File: config.mk
export PLATFORM = sky130hd
export DESIGN_NAME = tpu_host_master
export DESIGN_NICKNAME = d
export VERILOG_FILES = /design/src/rtl/tpu_host_master.sv
export SDC_FILE = /design/constraint.sdc
export NUM_CORES = 1
export LEC_CHECK = 0
export ABC_AREA = 1
export BUFFER_PORTS_ARGS = -buffer_cell sky130_fd_sc_hd__buf_2
export CORE_MARGIN = 10
export CORE_UTILIZATION = 30
export CTS_CLUSTER_SIZE = 16
export DETAILED_ROUTE_END_ITERATION = 8
export GPL_TIMING_DRIVEN = 0
export PLACE_DENSITY = 0.55
export RECOVER_POWER = 100
export SYNTH_ARGS = -nofsm -noshare
export SYNTH_HDL_FRONTEND = slang
export SYNTH_SLANG_ARGS = --single-unit
File: constraint.sdc
create_clock -name clk -period 2.1 [get_ports clk]
set_input_delay 0.525 -clock clk [delete_from_list [all_inputs] [get_ports clk]]
set_output_delay 0.525 -clock clk [all_outputs]
set_load 0.005 [all_outputs]
File: src/rtl/tpu_host_master.sv
// Host-side sequencer for the TPU: streams A, B and optionally C into the TPU address map,
// issues MatMul, waits for the array to settle, then reads the C result back out.
module tpu_host_master #(
  parameter int DIM         = 8,
  parameter int ADDRW       = 16,
  parameter int DATAW       = 64,
  parameter int WAIT_CYCLES = 24
) (
  input  logic             clk,
  input  logic             rst_n,
  input  logic             start,
  input  logic             load_c,
  output logic             busy,
  output logic             done,
  input  logic             in_valid,
  output logic             in_ready,
  input  logic [DATAW-1:0] in_data,
  output logic             out_valid,
  input  logic             out_ready,
  output logic [DATAW-1:0] out_data,
  output logic             tpu_r_w,
  output logic [ADDRW-1:0] tpu_addr,
  output logic [DATAW-1:0] tpu_wdata,
  input  logic [DATAW-1:0] tpu_rdata
);

  // valid/ready: a word moves on any rising edge where valid & ready are both high;
  // a producer holds valid and its data stable until that edge.

  localparam int CNT_MAX = (WAIT_CYCLES > 2 * DIM) ? WAIT_CYCLES : 2 * DIM;
  localparam int CW      = $clog2(CNT_MAX + 1);

  localparam logic [ADDRW-1:0] A_BASE  = ADDRW'(16'h0100);
  localparam logic [ADDRW-1:0] B_BASE  = ADDRW'(16'h0200);
  localparam logic [ADDRW-1:0] C_BASE  = ADDRW'(16'h0300);
  localparam logic [ADDRW-1:0] MM_ADDR = ADDRW'(16'h0400);

  localparam logic [CW-1:0] LAST_AB   = CW'(DIM - 1);
  localparam logic [CW-1:0] LAST_C    = CW'(2 * DIM - 1);
  localparam logic [CW-1:0] LAST_WAIT = CW'(WAIT_CYCLES);

  typedef enum logic [2:0] {
    IDLE, LOAD_A, LOAD_B, LOAD_C, MATMUL, WAIT, READ_C, FINISH
  } state_t;

  state_t            state, state_nxt;
  logic [CW-1:0]     cnt, cnt_nxt;
  logic              load_c_q, load_c_nxt;
  logic              issued, issued_nxt;
  logic              out_valid_nxt;
  logic [DATAW-1:0]  out_data_nxt;
  logic              r_w_nxt;
  logic [ADDRW-1:0]  addr_nxt;
  logic [DATAW-1:0]  wdata_nxt;
  logic              accept;

  function automatic logic [ADDRW-1:0] word_addr(input logic [ADDRW-1:0] base,
                                                 input logic [CW-1:0]    idx);
    return base + (ADDRW'(idx) << 3);
  endfunction

  assign busy     = (state != IDLE);
  assign done     = (state == FINISH);
  assign in_ready = (state == LOAD_A) || (state == LOAD_B) || (state == LOAD_C);
  assign accept   = in_valid & in_ready;

  always_ff @(posedge clk or negedge rst_n) begin
    if (!rst_n) begin
      state <= IDLE;
    end else begin
      state <= state_nxt;
    end
  end

  always_ff @(posedge clk or negedge rst_n) begin
    if (!rst_n) begin
      cnt       <= '0;
      load_c_q  <= 1'b0;
      issued    <= 1'b0;
      out_valid <= 1'b0;
      out_data  <= '0;
      tpu_r_w   <= 1'b0;
      tpu_addr  <= '0;
      tpu_wdata <= '0;
    end else begin
      cnt       <= cnt_nxt;
      load_c_q  <= load_c_nxt;
      issued    <= issued_nxt;
      out_valid <= out_valid_nxt;
      out_data  <= out_data_nxt;
      tpu_r_w   <= r_w_nxt;
      tpu_addr  <= addr_nxt;
      tpu_wdata <= wdata_nxt;
    end
  end

  // Bus values computed here appear one cycle later from the output registers;
  // every cycle not explicitly driving a transfer falls back to the idle bus.
  always_comb begin
    state_nxt     = state;
    cnt_nxt       = cnt;
    load_c_nxt    = load_c_q;
    issued_nxt    = 1'b0;
    out_valid_nxt = out_valid;
    out_data_nxt  = out_data;
    r_w_nxt       = 1'b0;
    addr_nxt      = '0;
    wdata_nxt     = '0;
    case (state)
      IDLE: begin
        if (start) begin
          state_nxt  = LOAD_A;
          load_c_nxt = load_c;
          cnt_nxt    = '0;
        end
      end
      LOAD_A: begin
        if (accept) begin
          r_w_nxt   = 1'b1;
          addr_nxt  = word_addr(A_BASE, cnt);
          wdata_nxt = in_data;
          if (cnt == LAST_AB) begin
            state_nxt = LOAD_B;
            cnt_nxt   = '0;
          end else begin
            cnt_nxt = cnt + CW'(1);
          end
        end
      end
      LOAD_B: begin
        if (accept) begin
          r_w_nxt   = 1'b1;
          addr_nxt  = word_addr(B_BASE, cnt);
          wdata_nxt = in_data;
          if (cnt == LAST_AB) begin
            state_nxt = load_c_q ? LOAD_C : MATMUL;
            cnt_nxt   = '0;
          end else begin
            cnt_nxt = cnt + CW'(1);
          end
        end
      end
      LOAD_C: begin
        if (accept) begin
          r_w_nxt   = 1'b1;
          addr_nxt  = word_addr(C_BASE, cnt);
          wdata_nxt = in_data;
          if (cnt == LAST_C) begin
            state_nxt = MATMUL;
            cnt_nxt   = '0;
          end else begin
            cnt_nxt = cnt + CW'(1);
          end
        end
      end
      MATMUL: begin
        r_w_nxt   = 1'b1;
        addr_nxt  = MM_ADDR;
        state_nxt = WAIT;
        cnt_nxt   = '0;
      end
      WAIT: begin
        // The first WAIT cycle carries the MatMul write, so the count runs one past WAIT_CYCLES.
        if (cnt == LAST_WAIT) begin
          state_nxt  = READ_C;
          cnt_nxt    = '0;
          addr_nxt   = C_BASE;
          issued_nxt = 1'b1;
        end else begin
          cnt_nxt = cnt + CW'(1);
        end
      end
      READ_C: begin
        if (issued) begin
          out_data_nxt  = tpu_rdata;
          out_valid_nxt = 1'b1;
        end else if (out_valid && out_ready) begin
          out_valid_nxt = 1'b0;
          if (cnt == LAST_C) begin
            state_nxt = FINISH;
            cnt_nxt   = '0;
          end else begin
            cnt_nxt    = cnt + CW'(1);
            addr_nxt   = word_addr(C_BASE, cnt + CW'(1));
            issued_nxt = 1'b1;
          end
        end
      end
      FINISH: begin
        state_nxt = IDLE;
      end
      default: begin
        state_nxt = IDLE;
      end
    endcase
  end

endmodule
### After elaboration in Yosys (flattened, before gate mapping)

Index checks and enable logic that the tools add are counted.

* register bits: 156
* logic and storage cells: 92
* output and inout bits: 149
* bits of input ports: 134

* add/sub/neg operators: 5
* reductions and logical operators: 14
* equal/unequal tests: 22
* bitwise operators: 1
* multiplexer cells: 41

Operators with widths (number)
* $mux 64: 2
* $pmux 11 s6: 1
* $mux 11: 5
* $mux 5: 8
* $mux 3: 12
* $add 10x8->11 const A: 3
* $pmux 5 s6: 1
* $pmux 3 s8: 1
* $mux 10: 2
* $ne 2x2->1 const B: 8
* $eq 3x3->1 const B: 4
* $reduce_and 11->1: 1
* $add 9x8->10 const A: 1
* $ne 2x1->1 const B: 4
* $mux 1: 7
* $eq 3x2->1 const B: 2
* $reduce_and 2->1: 3
* $reduce_and 6->1: 1
* $reduce_bool 6->1: 1
* $add 5x1->5 const B: 1
* $eq 5x3->1 const B: 1
* $eq 5x4->1 const B: 1
* $eq 5x5->1 const B: 1
* $pmux 1 s2: 2
* 9 further kinds: 10

### Longest topological paths before layout

Gate-level depths: netlist of run 1.

* depth after elaboration: 6
* gate-level depth with buffers: 11
* gate-level depth less buffers: 11

### Worst setup path before layout of run 1

OpenSTA, ideal clock, no wires.

* path type: register to register
* start point: register cnt[0]
* end point: register tpu_addr[8]
* arrival time: 1.488 ns
* path buffers: 0
* path slack: 0.497 ns
* clock period less this slack: 1.603 ns
* cell stages (with the launch flop): 8
* required time: 1.984 ns
* library setup time: 0.116 ns
* cell sequence: dfrtp_1 -> ha_1 -> nand2_1 -> nor2_1 -> ha_1 -> nor3_1 -> inv_1 -> o311ai_0

* cells in the longest elaborated chain, start to end: 6
* elaborated cells between the ends (all ways): 15
* classes of those cells: add/sub: 5; eq/ne: 2; mux: 8

RTL lines
* start, declared: RTL line 47 `logic [CW-1:0] cnt, cnt_nxt;`
* start signal, assigned: RTL line 86 `cnt <= cnt_nxt;`
* $add 5x1->5: RTL line 184 `addr_nxt = word_addr(C_BASE, cnt + CW'(1));`
* $add 10x8->11: RTL line 59 `return base + (ADDRW'(idx) << 3);`
* $mux 11: RTL line 179 `if (cnt == LAST_C) begin`
* $mux 11: RTL line 177 `end else if (out_valid && out_ready) begin`
* $mux 11: RTL line 174 `if (issued) begin`
* $pmux 11 s6 (*): RTL line 109 `case (state)`
* named net addr_nxt[8]: RTL line 53 `logic [ADDRW-1:0] addr_nxt;`
* end signal, assigned: RTL line 92 `tpu_addr <= addr_nxt;`
* end, declared: RTL line 22 `output logic [ADDRW-1:0] tpu_addr,`

Mark *: on every way through the listed nets, which the timed path passes. The rest lies on a longest branch.
A chain may end at the register's enable or synchronous reset.

### Worst setup path in the final report of run 1

* start point: register state[2]
* end point: output port busy

* cells in the longest elaborated chain, start to end: 1

RTL lines
* start, declared: RTL line 46 `state_t state, state_nxt;`
* start signal, assigned: RTL line 71 `state <= state_nxt;`
* $reduce_bool 3->1: RTL line 62 `assign busy = (state != IDLE);`
* end, declared: RTL line 13 `output logic busy,`

No other way between the ends.

==> reports/results.tsv, run 1 <==
metric	value	unit
vias in the first global route	4770	
Min-Delay Path Class	in2reg	
TritonCTS clock tree	done	
Distinct cells, synth	25	
largest net degree at the start of global routing	87	
crit-path max FO	10	
CP cell instances	inv_2 > buf_2 > nand2_1 > clkbuf_1	
Hold Path Origin	in_data[27]	
CTS Buf Count	17	
setup ws final	137	ps
post-CTS sizing	0	
HPWL Detailed	13.6	mm
Final setup viols	0	
initial antenna violation count	3	
WS Path Type	reg2out	
Port Buffers	274	
first-pass GRT wire length	27.4	mm
crit-path leading delay family	buffers and inverters	
Worst-Margin Slew	1200	ps
Post-route DRC	0	
grt ovf	0	
total power	7.85	mW
Area Growth Syn to Fin	34.0	%
final instance area	7940	um^2
total of max-cap violations	0	
clock skew	7.07	ps
Main synth FF type	dfrtp_1	
max frequency	509	MHz
CP max stage delay	450	ps
Initial Util	0.305	
nets	944	
Async S/R FF share, synth	1.00	
hold_buf cts	0	
Bufs and invs on worst path	3	
status	finished clean	
power density over the cells	988	nW/um^2
Ys Warns	0	
clock slew at reported path FFs	70	ps
DR iter-0 viols	195	
hold path depth	3	
critical path startpoint category	register	
reg2reg setup slack	180	ps
GPL Wtd Cong	0.808	
Core Area	19500	um^2
Post-Syn Area per Cell	11.7	um^2
clk sinks	148	
number of I/O pins	283	
Syn Inst Count	505	
post-synth top area share	0.625	
final period utilization	0.935	
Req. time, crit path	1570	ps
Worst path slowest cell	dfrtp_2	
Clock Path Buffers	2	
fin util	0.408	
EDFF count, synth	0	
share of cells above drive strength 1	0.265	
Detailed Route WL	17.3	mm
# rows	51	
number of H-tree levels	4	
CP endpoint kind	output port	
first drt pass iteration count	5	
Post-Place Cells	1052	
sequential fraction of the synthesis area	0.625	
commonest cells in the netlist	dfrtp_1, inv_1, nor2_1	
DRT antenna net count	0	
via count	4401	
Yosys top cell by area	dfrtp_1	
vias per std cell	4.05	
routed wire length per instance	15.9	um
RSZ-0062 raised after global routing	false	
Die H	161	um
Max Slew Vio Count	0	
Final Non-Filler Cells	1086	
Leak	4.20	nW
Worst R2R End	out_data[31]$_DFFE_PN0P_	
Post-Syn Area	5930	um^2
VDD IR max	505	uV
Reg2Reg Depth	7	
Slew headroom	0.200	
Post-Place Worst Slack	48.8	ps
postcts setup bufs	0	
Total GRT Usage	0.135	
Worst EP arrival	1440	ps
Fin Hold WS	313	ps
Synth area leaders	dfrtp_1, mux2_4, inv_1, nor2_1, nand2_1	
top-count cell post-synth	dfrtp_1	
post-synthesis register bit count	148	
Die ar.	25800	um^2
min Tclk post-route	1960	ps
post-route setup TNS	0	ps
clock root buffer	clkbuf_16	
Final Hold Fails	0	
Die Wd	161	um
Worst-Skew Late Latency	410	ps
placed inst area	7690	um^2
Endpoint, Worst Hold	tpu_wdata[27]$_DFF_PN0_	
worst r2r src	state[0]$_DFFE_PN0P_	
## worst register-to-register path: stages, from the launching register on
cell,delay [ps]
dfrtp_1,460
inv_2,110
nand3_1,190
inv_1,100
nand2_2,80
clkbuf_2,310
buf_6,220
mux2_1,340
## cells by family (layout without fill, tap and decap cells)
logic type,count (synthesis),in the layout,share of synthesized area
other,1,10,0.000633
multiplexers,64,64,0.153
buffers and inverters,114,421,0.0880
flip-flops,148,148,0.625
adder cells (fa/ha/maj),4,4,0.00844
XOR/XNOR,1,1,0.00148
AO/OA/AOI/OAI,15,15,0.0148
AND/OR/NAND/NOR,158,158,0.109
## final cells by class
cell class              instances  area, um^2
fillers                      2038       11500
inverters                      90         338
plain buffers                  24         171
well taps                     265         332
diodes                          2        5.00
clock buffers                  20         467
multi-input cells             250        1550
repair buffers                275        1230
clock inverters                12         141
flip-flops and latches        148        3700
## state kept, by name, indices dropped and copies added, names as in the netlist
name,count
state,3
load_c_q,1
issued,1
out_data,64
out_valid,1
tpu_r_w,1
tpu_wdata,64
cnt,5
tpu_addr,8
## cell usage in the layout, fill, tap and decap left out, types with 3 or more instances in the layout
cell and n:
clkbuf_8 3, nand3_1 22, o211ai_1 3, inv_6 5, conb_1 8, clkbuf_2 3
buf_2 139, nor2_1 81, buf_4 8, ha_1 4, inv_1 88, clkbuf_16 17
mux2_4 5, a21oi_1 3, buf_6 6, mux2_2 15, clkbuf_1 141, dfrtp_1 147
mux2_1 44, nand2_1 50, o21ai_0 7
## report_power, final
group	internal (mW)	leakage, nW	switching [mW]
combinational	0.601	2.00	0.584
sequential	3.31	1.90	0.243
clock	1.87	0.294	1.24
total	5.78	4.20	2.06
## how the worst max path moves through the flow
stage	from	endpoint	cells after the start
2_1_floorplan	cnt[0]$_DFFE_PN0P_	tpu_addr[8]$_DFF_PN0_	7
3_3_place_gp	rst_n	cnt[0]$_DFFE_PN0P_	1
3_5_place_dp	cnt[0]$_DFFE_PN0P_	tpu_addr[8]$_DFF_PN0_	7
4_1_cts	cnt[0]$_DFFE_PN0P_	tpu_addr[8]$_DFF_PN0_	7
5_1_grt	state[0]$_DFFE_PN0P_	out_data[36]$_DFFE_PN0P_	7
6_report	state[2]$_DFFE_PN0P_	busy	4
## layer usage
metal	track usage	wire length, um	up-vias
met5	0	7	-
met4	0.0376	216	2
met1	0.155	7270	2057
met3	0.0593	1480	21
met2	0.222	8280	181
li1	-	-	2140
(Power assumes the default switching activity.)
==> run 2: changes to the inputs <==
Settings changed: ABC_AREA 1 to 0.
==> run 2 against run 1 <==
  * Cell area is 0.19% lower
  * Worst setup slack lost 70 ps
  * Synthesized cell count fell by 19%
  * Sequential power is 20% higher
  * Total power grew 33%
  * Clock power fell by 2%
  * Clock skew shrank 0.66 ps
  * Worst hold slack got worse by 4.0 ps
  * Global-route usage decreased by 0.16 points
  * Wire length fell by 0.70%
  * Non-clock buffer count increased by 5
  * Cell count shrank 12%
  * Critical path type is now reg2reg
  * Largest cell class unchanged
==> reports/results.tsv, run 2 <==
metric	value	unit
hold path depth	2	
Max Slew Vio Count	0	
VDD IR max	567	uV
Final Hold Fails	0	
Async S/R FF share, synth	1.00	
Filler cells	1808	
number of I/O pins	283	
crit-path max FO	5	
Post-Syn Area	5750	um^2
met2 GRT Util	0.225	
routed wire length per instance	17.9	um
most common cell after layout, fill and taps aside	buf_2	
CTS Buf Count	17	
Worst R2R End	state[0]$_DFFE_PN0P_	
Detailed Route WL	17.1	mm
Yosys top cell by area	dfrtp_1	
Die H	158	um
critical path startpoint category	register	
Hold Path Origin	in_data[50]	
via count	4235	
Port Buffers	274	
final period utilization	0.968	
Final Non-Filler Cells	959	
Worst-Margin Slew	1440	ps
largest net degree at the start of global routing	95	
post-synth top area share	0.644	
Main synth FF type	dfrtp_1	
compound-cell area share of the yosys netlist	0.0477	
vias per std cell	4.42	
max frequency	492	MHz
setup ws final	67.3	ps
XOR/XNOR Fraction of Synth Area	0.00152	
largest family of logic cells by synthesized area	multiplexers	
Req. time, crit path	2440	ps
placed inst area	7470	um^2
Synth Area in Simple Gates	0.122	
Post-route DRC	0	
post-synthesis adder-cell area fraction	0.00871	
worst r2r src	cnt[0]$_DFFE_PN0P_	
share of cells above drive strength 1	0.326	
Total GRT Usage	0.133	
status	finished clean	
Die ar.	25100	um^2
DR iter-0 viols	305	
first-pass GRT wire length	25.7	mm
total of max-cap violations	0	
Post-Place Cells	926	
post-synthesis register bit count	148	
Endpoint, Worst Hold	tpu_wdata[50]$_DFF_PN0_	
commonest cells after routing, fill and taps aside	buf_2, dfrtp_1, clkbuf_1	
reg2reg setup slack	70	ps
clock root buffer	clkbuf_16	
EDFF count, synth	0	
Syn Inst Count	410	
GPL Wtd Cong	0.853	
Synth area leaders	dfrtp_1, mux2_1, and2_1, mux2_2, buf_6	
min Tclk post-route	2030	ps
Min-Delay Path Class	in2reg	
number of H-tree levels	4	
M1 GR Usage	0.143	
sequential fraction of the synthesis area	0.644	
Distinct cells, synth	51	
vias in the first global route	4556	
Die Wd	158	um
Ys Warns	0	
grt ovf	0	
clock skew	6.41	ps
DRT antenna net count	0	
Most Crowded Layer GR	met2	
clk sinks	148	
Area Growth Syn to Fin	37.9	%
hold_buf cts	0	
Final setup viols	0	
ant diodes	0	
# rows	50	
clock slew at reported path FFs	70	ps
mux contribution to synthesized area	0.133	
Worst EP arrival	2370	ps
initial antenna violation count	0	
TritonCTS clock tree	done	
Slew headroom	0.0429	
biggest regs	out_data: 64 flops, tpu_wdata: 64 flops, tpu_addr: 8 flops	
Initial Util	0.306	
nets	850	
Post-Syn Area per Cell	14.0	um^2
Post-Place Worst Slack	-58.4	ps
Clock Path Buffers	2	
HPWL Detailed	13.6	mm
Leak	3.77	nW
Reg2Reg Depth	8	
first drt pass iteration count	4	
CP endpoint kind	register	
power density over the cells	1310	nW/um^2
total power	10.4	mW
Worst-Skew Late Latency	420	ps
final instance area	7930	um^2
commonest cells in the netlist	dfrtp_1, and2_1, mux2_1	
met3 Resource Use GR	0.0588	
top-count cell post-synth	dfrtp_1	
WS Path Type	reg2reg	
Core Area	18800	um^2
## run 2: cell type report
class / instances / area (um^2) / share of cell area
Tap cell: 234 / 293 / 0.0369
Multi-Input combinational cell: 228 / 1840 / 0.232
Clock inverter: 12 / 143 / 0.0180
Buffer: 28 / 200 / 0.0252
Timing Repair Buffer: 276 / 1250 / 0.158
Inverter: 13 / 48.8 / 0.00615
Clock buffer: 20 / 447 / 0.0563
Sequential cell: 148 / 3710 / 0.467
## run 2: per-stage QoR
| step | hold WS [ps] | utilization | setup TNS, ps |
|---|---|---|---|
| floorplan | 229 | - | 0 |
| global placement | 468 | 0.396 | -224140 |
| detailed placement | 475 | 0.398 | -58.4 |
| CTS | 61.5 | 0.430 | 0 |
| global route | 284 | 0.422 | -17.2 |
| finish | 309 | 0.422 | 0 |
## run 2: per-layer routing
metal,share of wire,vias up
li1,-,1974
met1,0.38,2049
met2,0.50,196
met3,0.10,16
met4,0.018,0
met5,0,-
## run 2: critical path, stage by stage (launching register included)
cell and delay, ps:
dfrtp_2 420, ha_4 180, nand3_1 110, inv_1 80
ha_1 210, nor2b_1 60, a32o_2 300, a2111oi_4 390
mux2i_1 210
## run 2: how the worst max path moves through the flow
stage,to,from,slack [ps]
floorplan,state[0]$_DFFE_PN0P_,cnt[0]$_DFFE_PN0P_,180
detailed placement,state[0]$_DFFE_PN0P_,cnt[0]$_DFFE_PN0P_,-60
global route,state[0]$_DFFE_PN0P_,cnt[0]$_DFFE_PN0P_,-20
CTS,state[0]$_DFFE_PN0P_,cnt[0]$_DFFE_PN0P_,20
global placement,state[0]$_DFFE_PN0P_,rst_n,-1520
finish,state[0]$_DFFE_PN0P_,cnt[0]$_DFFE_PN0P_,70
## run 2: power by group
part,internal [mW],switching [mW],total (mW)
registers,3.82,0.469,4.28
clock network,1.81,1.24,3.05
logic,1.42,1.65,3.07
## run 2: kinds of logic (layout without fill, tap and decap cells)
| kind of cell | after synthesis | after routing |
|---|---|---|
| DFF | 148 | 148 |
| muxes | 68 | 68 |
| other | 1 | 8 |
| and+or+nand+nor | 112 | 112 |
| AOI/OAI and AO/OA | 35 | 35 |
| adders and majority gates | 4 | 4 |
| buffers and inverters | 41 | 349 |
| xor gates and xnor gates | 1 | 1 |
## run 2: timing repair
action                     CTS  global route
resized for setup            2             7
setup endpoints to repair    1             5
setup buffers                0             1
==> run 3: changes to the inputs <==
==> constraint.sdc (replaced) <==
create_clock -name clk -period 2.1 [get_ports clk]
set_input_delay 0.21 -clock clk [delete_from_list [all_inputs] [get_ports clk]]
set_output_delay 0.21 -clock clk [all_outputs]
set_load 0.005 [all_outputs]
==> run 3 against run 2 <==
  * Critical path type unchanged
  * Wire length up 6.9%
  * Via count up 9.8%
  * Die area unchanged
  * Critical path depth unchanged
==> reports/results.tsv, run 3 (same netlist as run 2, synthesis figures left out) <==
metric	value	unit
GPL Wtd Cong	0.853	
total power	10.5	mW
Total GRT Usage	0.143	
crit-path leading delay family	compound AO/OA/AOI/OAI gates	
VDD IR max	565	uV
Worst EP arrival	2360	ps
DRT antenna net count	0	
end of the critical path	state[0]$_DFFE_PN0P_	
placed inst area	7470	um^2
clk sinks	148	
Area Growth Syn to Fin	54.7	%
commonest cells after routing, fill and taps aside	buf_2, dfrtp_1, clkbuf_1	
Worst R2R End	state[0]$_DFFE_PN0P_	
total of max-cap violations	0	
Worst path slowest cell	dfrtp_2	
Worst-Skew Late Latency	410	ps
most common cell after layout, fill and taps aside	buf_2	
WS Path Type	reg2reg	
Final setup viols	0	
clock root buffer	clkbuf_16	
Initial Util	0.306	
worst r2r src	cnt[0]$_DFFE_PN0P_	
post-route setup TNS	0	ps
# rows	50	
DR iter-0 viols	303	
CTS Buf Count	17	
power density over the cells	1180	nW/um^2
max frequency	495	MHz
reg2reg setup slack	80	ps
Fin Hold WS	23.8	ps
number of I/O pins	283	
Final Non-Filler Cells	1058	
fin util	0.474	
Detailed Route WL	18.3	mm
Port Buffers	274	
Slew headroom	0.444	
clock slew at reported path FFs	60	ps
Leak	4.16	nW
Bufs and invs on worst path	1	
Post-Place Cells	926	
Req. time, crit path	2440	ps
vias in the first global route	5097	
critical path startpoint category	register	
Die ar.	25100	um^2
clock skew	8.63	ps
min Tclk post-route	2020	ps
routed wire length per instance	17.3	um
via count	4648	
nets	949	
first drt pass iteration count	4	
Max Slew Vio Count	0	
final instance area	8890	um^2
initial antenna violation count	0	
HPWL Detailed	13.6	mm
Reg2Reg Depth	8	
status	finished clean	
biggest regs	out_data: 64 flops, tpu_wdata: 64 flops, tpu_addr: 8 flops	
Core Area	18800	um^2
largest net degree at the start of global routing	95	
CP endpoint kind	register	
Post-route DRC	0	
crit-path max FO	5	
TritonCTS clock tree	done	
Clock Path Buffers	2	
Final Hold Fails	0	
Post-Place Worst Slack	-58.4	ps
Die Wd	158	um
final period utilization	0.961	
number of H-tree levels	4	
CP cell instances	ha_4 > nand3_1 > inv_1 > ha_1 > nor2b_1 > a32o_2 > a2111oi_4 > mux2i_1	
CP startpoint	cnt[0]$_DFFE_PN0P_	
Die H	158	um
Worst-Margin Slew	834	ps
setup ws final	81.0	ps
CP Depth	8	
vias per std cell	4.39	
ant diodes	0	
share of cells above drive strength 1	0.277	
first-pass GRT wire length	27.8	mm
Min-Delay Path Class	in2reg	
CP max stage delay	420	ps
Filler cells	1701	
grt ovf	0	
-- run 3: layer usage --
layer	vias to the layer above	routed length [um]	GRT usage
li1	2173	-	-
met1	2241	6990	0.154
met2	212	9140	0.242
met3	22	1820	0.0602
met4	0	378	0.0600
met5	-	0	0
-- run 3: worst min-delay path by stage --
stage / startpoint / slack (ps) / cells after the start / to
4_1_cts: in_data[29] / 0.7 / 2 / tpu_wdata[29]$_DFF_PN0_
3_3_place_gp: in_data[43] / 420 / 2 / tpu_wdata[43]$_DFF_PN0_
5_1_grt: tpu_rdata[2] / 0.7 / 2 / out_data[2]$_DFFE_PN0P_
3_5_place_dp: rst_n / 200 / 1 / out_data[17]$_DFFE_PN0P_
6_report: tpu_rdata[52] / 20 / 2 / out_data[52]$_DFFE_PN0P_
2_1_floorplan: rst_n / -90 / 0 / cnt[0]$_DFFE_PN0P_
-- run 3: cell type report --
class	count	area, um^2	share of cell area
Buffer	28	194	0.0218
Inverter	13	48.8	0.00549
Multi-Input combinational cell	228	1840	0.206
Clock inverter	12	143	0.0160
Tap cell	234	293	0.0329
Timing Repair Buffer	375	2230	0.250
Sequential cell	148	3710	0.417
Clock buffer	20	447	0.0502
-- run 3: where the power goes --
group / switching, mW / total (mW) / internal, mW
combinational: 1.70 / 3.21 / 1.51
sequential: 0.477 / 4.29 / 3.82
clock: 1.23 / 3.03 / 1.81
-- run 3: repair_timing --
item | in CTS | in global routing
hold buffers | 95 | 4
resized for setup | 2 | 3
endpoints found under the setup margin | 1 | 3
buffers inserted | 0 | 1
endpoints found under the hold margin | 148 | 4
-- run 3: worst register-to-register path, cell delays in order, from the launching register on --
cell       delay, ps
dfrtp_2          420
ha_4             180
nand3_1          110
inv_1             80
ha_1             210
nor2b_1           60
a32o_2           300
a2111oi_4        380
mux2i_1          210
